$ cat src/rtl/alu_op_sequencer.sv
// Command sequencer that feeds operands from a 4x16 register file to an external ALU
// and writes the result and flags back after a fixed one-cycle settle window.
module alu_op_sequencer (
  input  logic        clk,
  input  logic        rst_n,
  input  logic        cmd_valid,
  output logic        cmd_ready,
  input  logic        cmd_kind,
  input  logic [2:0]  cmd_opc,
  input  logic [1:0]  cmd_ra,
  input  logic [1:0]  cmd_rb,
  input  logic [1:0]  cmd_rd,
  input  logic [15:0] cmd_imm,
  input  logic        cmd_use_carry,
  output logic [15:0] alu_a,
  output logic [15:0] alu_b,
  output logic        alu_ci,
  output logic [2:0]  alu_opc,
  input  logic [15:0] alu_w,
  input  logic        alu_co,
  input  logic        alu_zr,
  input  logic [1:0]  rd_addr,
  output logic [15:0] rd_data,
  output logic        res_valid,
  output logic [15:0] res_data,
  output logic        flag_c,
  output logic        flag_z
);

  typedef enum logic [1:0] {
    ST_IDLE  = 2'd0,
    ST_ISSUE = 2'd1,
    ST_CAPT  = 2'd2
  } state_e;

  state_e      state_q, state_d;
  logic [15:0] regs_q [4];
  logic [15:0] regs_d [4];
  logic [1:0]  rd_q;
  logic [15:0] alu_a_q, alu_b_q, res_data_q;
  logic        alu_ci_q, flag_c_q, flag_z_q, res_valid_q;
  logic [2:0]  alu_opc_q;
  logic        accept_s, alu_accept_s, load_accept_s;

  assign accept_s      = cmd_valid & cmd_ready;
  assign alu_accept_s  = accept_s & ~cmd_kind;
  assign load_accept_s = accept_s & cmd_kind;

  // FSM state register
  always_ff @(posedge clk or negedge rst_n) begin
    if (!rst_n) begin
      state_q <= ST_IDLE;
    end else begin
      state_q <= state_d;
    end
  end

  // FSM next-state logic; ISSUE is a fixed single settle cycle
  always_comb begin
    state_d = state_q;
    case (state_q)
      ST_IDLE: begin
        if (alu_accept_s) begin
          state_d = ST_ISSUE;
        end else begin
          state_d = ST_IDLE;
        end
      end
      ST_ISSUE: state_d = ST_CAPT;
      ST_CAPT:  state_d = ST_IDLE;
      default:  state_d = ST_IDLE;
    endcase
  end

  // FSM outputs
  always_comb begin
    cmd_ready = 1'b0;
    if (state_q == ST_IDLE) begin
      cmd_ready = 1'b1;
    end else begin
      cmd_ready = 1'b0;
    end
  end

  // Register-file write selection; loads and captures never coincide
  always_comb begin
    regs_d = regs_q;
    if (state_q == ST_CAPT) begin
      regs_d[rd_q] = alu_w;
    end else if (load_accept_s) begin
      regs_d[cmd_rd] = cmd_imm;
    end else begin
      regs_d = regs_q;
    end
  end

  // Register-file storage
  always_ff @(posedge clk or negedge rst_n) begin
    if (!rst_n) begin
      for (int i = 0; i < 4; i++) begin
        regs_q[i] <= 16'h0000;
      end
    end else begin
      regs_q <= regs_d;
    end
  end

  // Operand issue, result capture and flag update
  always_ff @(posedge clk or negedge rst_n) begin
    if (!rst_n) begin
      alu_a_q     <= 16'h0000;
      alu_b_q     <= 16'h0000;
      alu_ci_q    <= 1'b0;
      alu_opc_q   <= 3'd0;
      rd_q        <= 2'd0;
      res_data_q  <= 16'h0000;
      res_valid_q <= 1'b0;
      flag_c_q    <= 1'b0;
      flag_z_q    <= 1'b0;
    end else begin
      if (alu_accept_s) begin
        alu_a_q   <= regs_q[cmd_ra];
        alu_b_q   <= regs_q[cmd_rb];
        alu_ci_q  <= cmd_use_carry ? flag_c_q : 1'b0;
        alu_opc_q <= cmd_opc;
        rd_q      <= cmd_rd;
      end
      if (state_q == ST_CAPT) begin
        res_data_q <= alu_w;
        flag_c_q   <= alu_co;
        flag_z_q   <= alu_zr;
      end
      res_valid_q <= (state_q == ST_CAPT);
    end
  end

  assign alu_a     = alu_a_q;
  assign alu_b     = alu_b_q;
  assign alu_ci    = alu_ci_q;
  assign alu_opc   = alu_opc_q;
  assign res_data  = res_data_q;
  assign res_valid = res_valid_q;
  assign flag_c    = flag_c_q;
  assign flag_z    = flag_z_q;
  assign rd_data   = regs_q[rd_addr];

endmodule

$ cat config.mk
export PLATFORM = sky130hd
export DESIGN_NAME = alu_op_sequencer
export DESIGN_NICKNAME = d
export VERILOG_FILES = /design/src/rtl/alu_op_sequencer.sv
export SDC_FILE = /design/constraint.sdc
export NUM_CORES = 1
export LEC_CHECK = 0
export ABC_AREA = 0
export CORE_ASPECT_RATIO = 0.5
export CORE_UTILIZATION = 48
export DETAILED_ROUTE_END_ITERATION = 7
export HOLD_SLACK_MARGIN = 0.15
export MAX_ROUTING_LAYER = met4
export PLACE_DENSITY = 0.77
export SLEW_MARGIN = 20
export SYNTH_ARGS = -nofsm -noshare
export SYNTH_HDL_FRONTEND = slang
export SYNTH_SLANG_ARGS = --single-unit
export TNS_END_PERCENT = 30
$ cat constraint.sdc
create_clock -name clk -period 2.7 [get_ports clk]
set_input_delay 0.81 -clock clk [delete_from_list [all_inputs] [get_ports clk]]
set_output_delay 0.81 -clock clk [all_outputs]
set_load 0.03 [all_outputs]
==> results.sh, run 1 <==
export IMPL_outcome="finished with violations"
export IMPL_violations="DRC"
export IMPL_h_tree_depth=4
export IMPL_place_inst=740
export IMPL_start_kind="input port"
export IMPL_period_minus_slack_ns=2.69
export IMPL_drt_wl_total_um=18700
export IMPL_layout_cells_non_filler=777
export IMPL_yosysWarnings=0
export IMPL_fillers=916
export IMPL_cp_max_fo=5
export IMPL_critical_path_arrival_ns=1.88
export IMPL_setup_violations=0
export IMPL_vias=4973
export IMPL_p_leak_nw=3.83
export IMPL_insertion_delay_ns=0.41
export IMPL_grt_pass1_wl_um=29800
export IMPL_cts_root_buf="clkbuf_16"
export IMPL_diodes=0
export IMPL_dieHeight_um=84.2
export IMPL_peakVddDrop_uv=413
export IMPL_clock_skew_ns=0.0147
export IMPL_slew_viol_final=0
export IMPL_synth_cells=457
export IMPL_cts_hold_buf=0
export IMPL_worst_slew_pin_slew_ns=0.701
export IMPL_layout_commonest_cell="dfrtp_1"
export IMPL_core_um2=12900
export IMPL_avgViaCountPerCell=6.40
export IMPL_drc=6
export IMPL_reg2reg_from="state_q[0]"
export IMPL_drive_above_1_share_pct=40.7
export IMPL_crit_family="buffers and inverters"
export IMPL_rows=29
export IMPL_avgSynthCellArea_um2=14.2
export IMPL_critPathSlowestCell="mux4_2"
export IMPL_gp_congestion=0.805
export IMPL_antenna_found_initial=0
export IMPL_clockBufferDepth=2
export IMPL_endpoint_kind="output pin"
export IMPL_r2r_setup_slack_ns=0.49
export IMPL_start_util_pct=50.3
export IMPL_worst_path_buf_inv=3
export IMPL_syn_area_um2=6490
export IMPL_cts_buffers=17
export IMPL_io_pins=122
export IMPL_die_w_um=166
export IMPL_clock_fmax_ghz=0.371
export IMPL_synth_area_leader_cell="dfrtp_1"
export IMPL_grt_pass1_vias=5099
export IMPL_cp_data_required_time_ns=1.89
export IMPL_timing_slew_headroom_pct=53.3
export IMPL_hpwlAfterDp_um=11600
export IMPL_clock_sinks=123
export IMPL_first_pass_iters=7
export IMPL_grt_usage_pct=29.3
export IMPL_ys_types=27
export IMPL_grt_setup_unrepaired="yes"
export IMPL_yosysSeqAreaShare_pct=47.4
export IMPL_ff2ff_path_depth=6
export IMPL_grt_max_degree=124
export IMPL_clk_pin_slew_ns=0.06
export IMPL_fin_hold_ws_ns=0.454
export IMPL_ant_nets=0
export IMPL_area_growth_pct=34.9
export IMPL_path_cells="buf_6 -> bufbuf_16 -> mux4_2 -> buf_6"
export IMPL_gr_total_overflow=0
export IMPL_syn_nets=507
export IMPL_nNetsFinal=645
export IMPL_routedWlPerCell_um=24.1
export IMPL_max_cap_violations=0
export IMPL_final_cell_mix="dfrtp_1, clkdlybuf4s50_1, mux2_2, nand2_1"
export IMPL_cpPeakStageDelay_ns=0.52
export IMPL_finalPower_w=0.00712
export IMPL_final_period_utilization_pct=99.8
export IMPL_drt_iter0_drc=493
export IMPL_ys_ff_latch=123
export IMPL_cts_tree="built"
export IMPL_cpMostUsedCell="buf_6"
export IMPL_path_class="input port to output pin"
export IMPL_synth_area_top_cells="dfrtp_1, mux2_2, mux4_2"
export IMPL_hold_path_class="input port to asynchronous set/reset pin"
export IMPL_p_per_area_nw_per_um2=813
export IMPL_dieArea_um2=14000
export IMPL_synth_top_area_share_pct=47.4
export IMPL_hold_viol=0
export IMPL_port_buffers=121
export IMPL_r2r_end="regs_q[5]"
-- sequential cells by signal (all words and copies together) (netlist names) --
signal	cells
alu_opc	3
rd_q	2
alu_a	16
alu_ci	1
flag_z	1
regs_q	64
res_data	16
alu_b	16
res_valid	1
flag_c	1
state_q	2
-- Yosys cell counts --
| library cell | count |
|---|---|
| nand3_1 | 1 |
| clkbuf_1 | 21 |
| nor3b_4 | 2 |
| buf_2 | 15 |
| nor4b_1 | 1 |
| a32o_1 | 48 |
| nor2b_1 | 3 |
| dfrtp_1 | 123 |
| inv_2 | 1 |
| a21oi_1 | 1 |
| buf_1 | 1 |
| nand2b_2 | 1 |
| inv_1 | 1 |
| o2bb2ai_1 | 16 |
| nor2_1 | 4 |
| nor3_1 | 1 |
| mux2_2 | 101 |
| buf_6 | 1 |
| and3_1 | 1 |
| and2_1 | 2 |
| o21ai_2 | 3 |
| o21a_1 | 1 |
| nand2_1 | 55 |
| o21ai_0 | 1 |
| buf_4 | 3 |
| nor3_2 | 1 |
| mux4_2 | 48 |
-- timing repair --
item	CTS	global route
endpoints found under the setup margin	16	8
setup buffers	4	0
gates cloned	2	0
gates resized for setup	72	7
pin swaps	0	0
-- per-stage QoR --
step / utilization (%) / setup slack (ns) / instance area, um2 / TNS, ns
2_1_floorplan: - / 0.0282 / 6500 / 0
3_3_place_gp: 62.5 / -0.775 / 8070 / -11.05
3_5_place_dp: 62.5 / -0.785 / 8070 / -11.02
4_1_cts: 67.9 / 0.00143 / 8770 / 0
5_1_grt: 67.8 / -0.0126 / 8760 / -0.0185
6_report: 67.8 / 0.00653 / 8760 / 0
-- where the power goes --
group	internal, W	switching (W)	total [W]
logic	0.00108	0.00114	0.00222
clock network	0.00148	0.000890	0.00237
registers	0.00223	0.000296	0.00253
-- worst max path at each step --
stage / start / to / slack, ns / depth (start not counted)
6_report: rd_addr[0] / rd_data[11] / 0.007 / 4
2_1_floorplan: rd_addr[1] / rd_data[10] / 0.03 / 3
4_1_cts: rd_addr[0] / rd_data[13] / 0.001 / 4
3_5_place_dp: rd_addr[0] / rd_data[11] / -0.79 / 4
5_1_grt: rd_addr[0] / rd_data[15] / -0.01 / 4
3_3_place_gp: rd_addr[0] / rd_data[13] / -0.78 / 4
-- routing by layer --
metal | track usage (%) | vias to the layer above | part of all wire, %
met5 | - | - | 0
met4 | 9.18 | 0 | 2.2
met3 | 6.22 | 41 | 8.6
met2 | 45.3 | 266 | 47
met1 | 39.1 | 2587 | 42
li1 | - | 2079 | -
-- area by class of cell --
class / count / area, um2 / share of cell area [%]
Clock buffer: 18 / 439 / 5.01
Clock inverter: 13 / 168 / 1.91
Inverter: 2 / 7.51 / 0.0857
Multi-Input combinational cell: 291 / 3220 / 36.8
Sequential cell: 123 / 3080 / 35.1
Tap cell: 170 / 213 / 2.43
Timing Repair Buffer: 160 / 1630 / 18.6
-- cells by family (layout without fill, tap and decap cells) --
group | Yosys count | after routing | synth area share [%]
mux | 149 | 149 | 34.2
flops | 123 | 123 | 47.4
compound gates | 70 | 70 | 10.2
buf+inv | 43 | 193 | 3.06
simple gates | 72 | 72 | 5.14
-- worst register-to-register path: stages, from the launching register on --
cell and delay, ns:
dfrtp_1 0.43, nand2b_2 0.21, inv_2 0.42, buf_4 0.52, nand2_1 0.18, o2bb2ai_1 0.21
mux2_2 0.18
Power figures use the tool's default switching activity.
==> run 2: changes to the inputs <==
- CORE_MARGIN: not set -> 4
- clock period: 2.7 -> 2.3 ns (I/O delays scaled with it)
==> results.sh, run 2 (same netlist as run 1, synthesis figures left out) <==
export IMPL_largest_register_ffs=64
export IMPL_final_period_utilization_pct=104
export IMPL_peakVddDrop_uv=509
export IMPL_cts_hold_buf=0
export IMPL_critical_path_arrival_ns=1.70
export IMPL_insertion_delay_ns=0.41
export IMPL_max_cap_violations=0
export IMPL_critPathSlowestCell="mux4_2"
export IMPL_violations="setup timing"
export IMPL_start_kind="input port"
export IMPL_hpwlAfterDp_um=12300
export IMPL_antenna_found_initial=0
export IMPL_first_pass_iters=5
export IMPL_grt_setup_unrepaired="yes"
export IMPL_core_um2=13000
export IMPL_routedWlPerCell_um=24.2
export IMPL_finalSetupTns_ns=-0.613
export IMPL_layout_commonest_cell="dfrtp_1"
export IMPL_clock_sinks=123
export IMPL_drt_iter0_drc=370
export IMPL_cts_tree="built"
export IMPL_cpPeakStageDelay_ns=0.52
export IMPL_grt_pass1_wl_um=30100
export IMPL_io_pins=122
export IMPL_fin_hold_ws_ns=0.163
export IMPL_r2r_setup_slack_ns=0.28
export IMPL_port_buffers=121
export IMPL_cp_data_required_time_ns=1.61
export IMPL_fin_ws_ns=-0.0944
export IMPL_drc=0
export IMPL_final_cell_mix="dfrtp_1, mux2_2, clkdlybuf4s50_1, nand2_1"
export IMPL_clock_skew_ns=0.00925
export IMPL_cts_buffers=17
export IMPL_place_inst=745
export IMPL_period_minus_slack_ns=2.39
export IMPL_p_leak_nw=3.86
export IMPL_h_tree_depth=4
export IMPL_cp_max_fo=5
export IMPL_grt_pass1_vias=5152
export IMPL_vias=4935
export IMPL_dieHeight_um=90.2
export IMPL_endpoint_kind="output pin"
export IMPL_nNetsFinal=650
export IMPL_setup_violations=10
export IMPL_grt_usage_pct=26.0
export IMPL_path_cells="buf_12 -> buf_12 -> buf_8 -> mux4_2 -> buf_6"
export IMPL_regMostFlops="regs_q"
export IMPL_hold_path_class="input port to asynchronous set/reset pin"
export IMPL_die_w_um=172
export IMPL_dieArea_um2=15600
export IMPL_cts_root_buf="clkbuf_16"
export IMPL_grt_max_degree=45
export IMPL_path_class="input port to output pin"
export IMPL_hold_viol=0
export IMPL_gp_congestion=0.835
export IMPL_avgViaCountPerCell=6.31
export IMPL_start_util_pct=50.1
export IMPL_clock_fmax_ghz=0.418
export IMPL_clk_pin_slew_ns=0.06
export IMPL_timing_slew_headroom_pct=66.5
export IMPL_area_growth_pct=36.1
export IMPL_layout_cells_non_filler=782
export IMPL_finalPower_w=0.00823
export IMPL_gr_total_overflow=0
export IMPL_outcome="finished with violations"
export IMPL_ant_nets=0
export IMPL_postLayoutCoreUtil_pct=68.2
export IMPL_rows=29
export IMPL_slew_viol_final=0
export IMPL_drive_above_1_share_pct=41.0
export IMPL_diodes=0
export IMPL_clockBufferDepth=2
export IMPL_p_per_area_nw_per_um2=932
export IMPL_cpMostUsedCell="buf_12"
export IMPL_drt_wl_total_um=18900
export IMPL_worst_slew_pin_slew_ns=0.501
==> run 2: repair_timing <==
item | CTS | global route
pin swaps | 0 | 0
resized for setup | 90 | 5
setup endpoints to repair | 17 | 16
hold endpoints to repair | 0 | 0
setup buffers | 4 | 0
gates cloned | 2 | 0
==> run 2: final timing paths <==
kind,to,cells past startpoint,startpoint
setup / recovery,rd_data[8],5,rd_addr[0]
hold / removal,alu_b[11],1,rst_n
setup reg to reg,regs_q[8],6,state_q[0]
hold reg to reg,res_data[0],2,res_data[0]
max in group asynchronous,regs_q[58],2,rst_n
min in group clk,res_data[0],2,res_data[0]
==> run 2: layout make-up <==
type,count,area [um2]
clock buffer,20,457
clock inverter,11,121
fill,951,4120
inverter,2,7.51
multi-input combinational,291,3220
sequential,123,3080
tap,170,213
timing repair buffer,165,1740
==> run 2: routing by layer <==
layer  routed length [um]  global-route usage, %
met1                 8120                   35.4
met2                 9040                   39.3
met3                 1310                   5.87
met4                  428                   7.91
met5                    0                      -
==> run 2: stage by stage <==
step,area (um2),setup slack [ns]
floorplan,6520,0.000623
global placement,8140,-0.940
detailed placement,8140,-0.932
CTS,8840,-0.0987
global route,8840,-0.118
finish,8840,-0.0944
==> run 2: critical path, delay by kind of cell <==
| kind | cells | cell delay, ns |
|---|---|---|
| muxes | 1 | 0.52 |
| buffers and inverters | 4 | 0.49 |
==> run 2: report_power, final <==
part	switching, W	internal (W)
Clock	0.000982	0.00164
Combinational	0.00134	0.00130
Sequential	0.000348	0.00262
==> run 3: changes to the inputs <==
- CTS_BUF_LIST: not set -> sky130_fd_sc_hd__clkbuf_4 sky130_fd_sc_hd__clkbuf_8 sky130_fd_sc_hd__clkbuf_16
==> results.sh, run 3 (same netlist as run 1, synthesis figures left out) <==
export IMPL_regMostFlops="regs_q"
export IMPL_critical_path_arrival_ns=1.70
export IMPL_clock_sinks=123
export IMPL_dieHeight_um=90.2
export IMPL_io_pins=122
export IMPL_grt_setup_unrepaired="yes"
export IMPL_final_period_utilization_pct=104
export IMPL_gr_total_overflow=0
export IMPL_first_pass_iters=5
export IMPL_grt_pass1_wl_um=30100
export IMPL_path_class="input port to output pin"
export IMPL_place_area_um2=8140
export IMPL_setup_violations=10
export IMPL_multi_input_area_um2=3220
export IMPL_fin_hold_ws_ns=0.163
export IMPL_postLayoutCoreUtil_pct=68.3
export IMPL_outcome="finished with violations"
export IMPL_hpwlAfterDp_um=12300
export IMPL_dieArea_um2=15600
export IMPL_fillers=951
export IMPL_hold_viol=0
export IMPL_drt_iter0_drc=358
export IMPL_hold_path_class="input port to asynchronous set/reset pin"
export IMPL_regArea_um2=3080
export IMPL_largest_register_ffs=64
export IMPL_h_tree_depth=4
export IMPL_cp_data_required_time_ns=1.61
export IMPL_p_leak_nw=3.86
export IMPL_die_w_um=172
export IMPL_cts_root_buf="clkbuf_16"
export IMPL_clockBufferDepth=2
export IMPL_clock_skew_ns=0.0106
export IMPL_final_area_um2=8840
export IMPL_clock_fmax_ghz=0.418
export IMPL_final_cell_mix="dfrtp_1, mux2_2, clkdlybuf4s50_1, nand2_1"
export IMPL_layout_commonest_cell="dfrtp_1"
export IMPL_start_util_pct=50.1
export IMPL_grt_pass1_vias=5152
export IMPL_gp_congestion=0.835
export IMPL_start_kind="input port"
export IMPL_antenna_found_initial=0
export IMPL_slew_viol_final=0
export IMPL_cts_buffers=17
export IMPL_violations="setup timing"
export IMPL_rows=29
export IMPL_vias=4920
export IMPL_drc=0
export IMPL_worst_slew_pin_slew_ns=0.500
export IMPL_nNetsFinal=650
export IMPL_area_growth_pct=36.2
export IMPL_endpoint_kind="output pin"
export IMPL_port_buffers=121
export IMPL_clk_pin_slew_ns=0.06
export IMPL_ff2ff_path_depth=6
export IMPL_timing_slew_headroom_pct=66.5
export IMPL_post_place_ws_ns=-0.932
export IMPL_diodes=0
export IMPL_routedWlPerCell_um=24.2
export IMPL_p_per_area_nw_per_um2=933
export IMPL_drt_wl_total_um=18900
export IMPL_grt_max_degree=45
export IMPL_finalSetupTns_ns=-0.614
export IMPL_avgViaCountPerCell=6.29
export IMPL_max_cap_violations=0
export IMPL_period_minus_slack_ns=2.39
export IMPL_grt_usage_pct=26.0
export IMPL_peakVddDrop_uv=509
export IMPL_core_um2=13000
export IMPL_ant_nets=0
export IMPL_insertion_delay_ns=0.41
export IMPL_cts_tree="built"
export IMPL_cp_max_fo=5
export IMPL_fin_ws_ns=-0.0937
export IMPL_drive_above_1_share_pct=41.2
export IMPL_cts_hold_buf=0
[run 3: cell type report]
cell class / instances / share of cell area (%)
clock buffer: 20 / 5.21
tap: 170 / 2.41
clock inverter: 11 / 1.37
inverter: 2 / 0.0849
timing repair buffer: 165 / 19.7
sequential: 123 / 34.8
multi-input combinational: 291 / 36.5
[run 3: worst paths after layout]
check	slack, ns	start	end
max in group asynchronous	1.54	rst_n	regs_q[58]
setup reg to reg	0.29	state_q[0]	regs_q[9]
setup / recovery	-0.09	rd_addr[0]	rd_data[8]
hold / removal	0.16	rst_n	alu_b[11]
min in group clk	0.47	res_data[0]	res_data[0]
hold reg to reg	0.47	res_data[0]	res_data[0]
[run 3: routing by layer]
metal	part of all wire [%]	global-route usage [%]
met5	0	-
met1	43	35.4
met4	2.4	7.91
met3	6.7	5.87
met2	48	39.3
[run 3: per-stage QoR]
| step | instances | total power, W |
|---|---|---|
| 4_1_cts | 782 | 0.00827 |
| 6_report | 782 | 0.00825 |
| 5_1_grt | 782 | 0.00859 |
| 3_3_place_gp | 745 | 0.00553 |
| 3_5_place_dp | 745 | 0.00560 |
| 2_1_floorplan | 457 | 0.00446 |
[run 3: worst max-delay path, stage by stage]
cell	delay [ns]
buf_12	0.09
buf_12	0.13
buf_8	0.11
mux4_2	0.52
buf_6	0.16
[run 3: where the power goes]
part	internal (W)	switching (W)
logic	0.00130	0.00134
registers	0.00262	0.000347
clock network	0.00165	0.000983
[run 3: repair_timing]
item | 4_1_cts | 5_1_grt
hold endpoints to repair | 0 | 0
gates resized for setup | 90 | 5
gates cloned | 2 | 0
buffers inserted | 4 | 0
endpoints found under the setup margin | 17 | 16
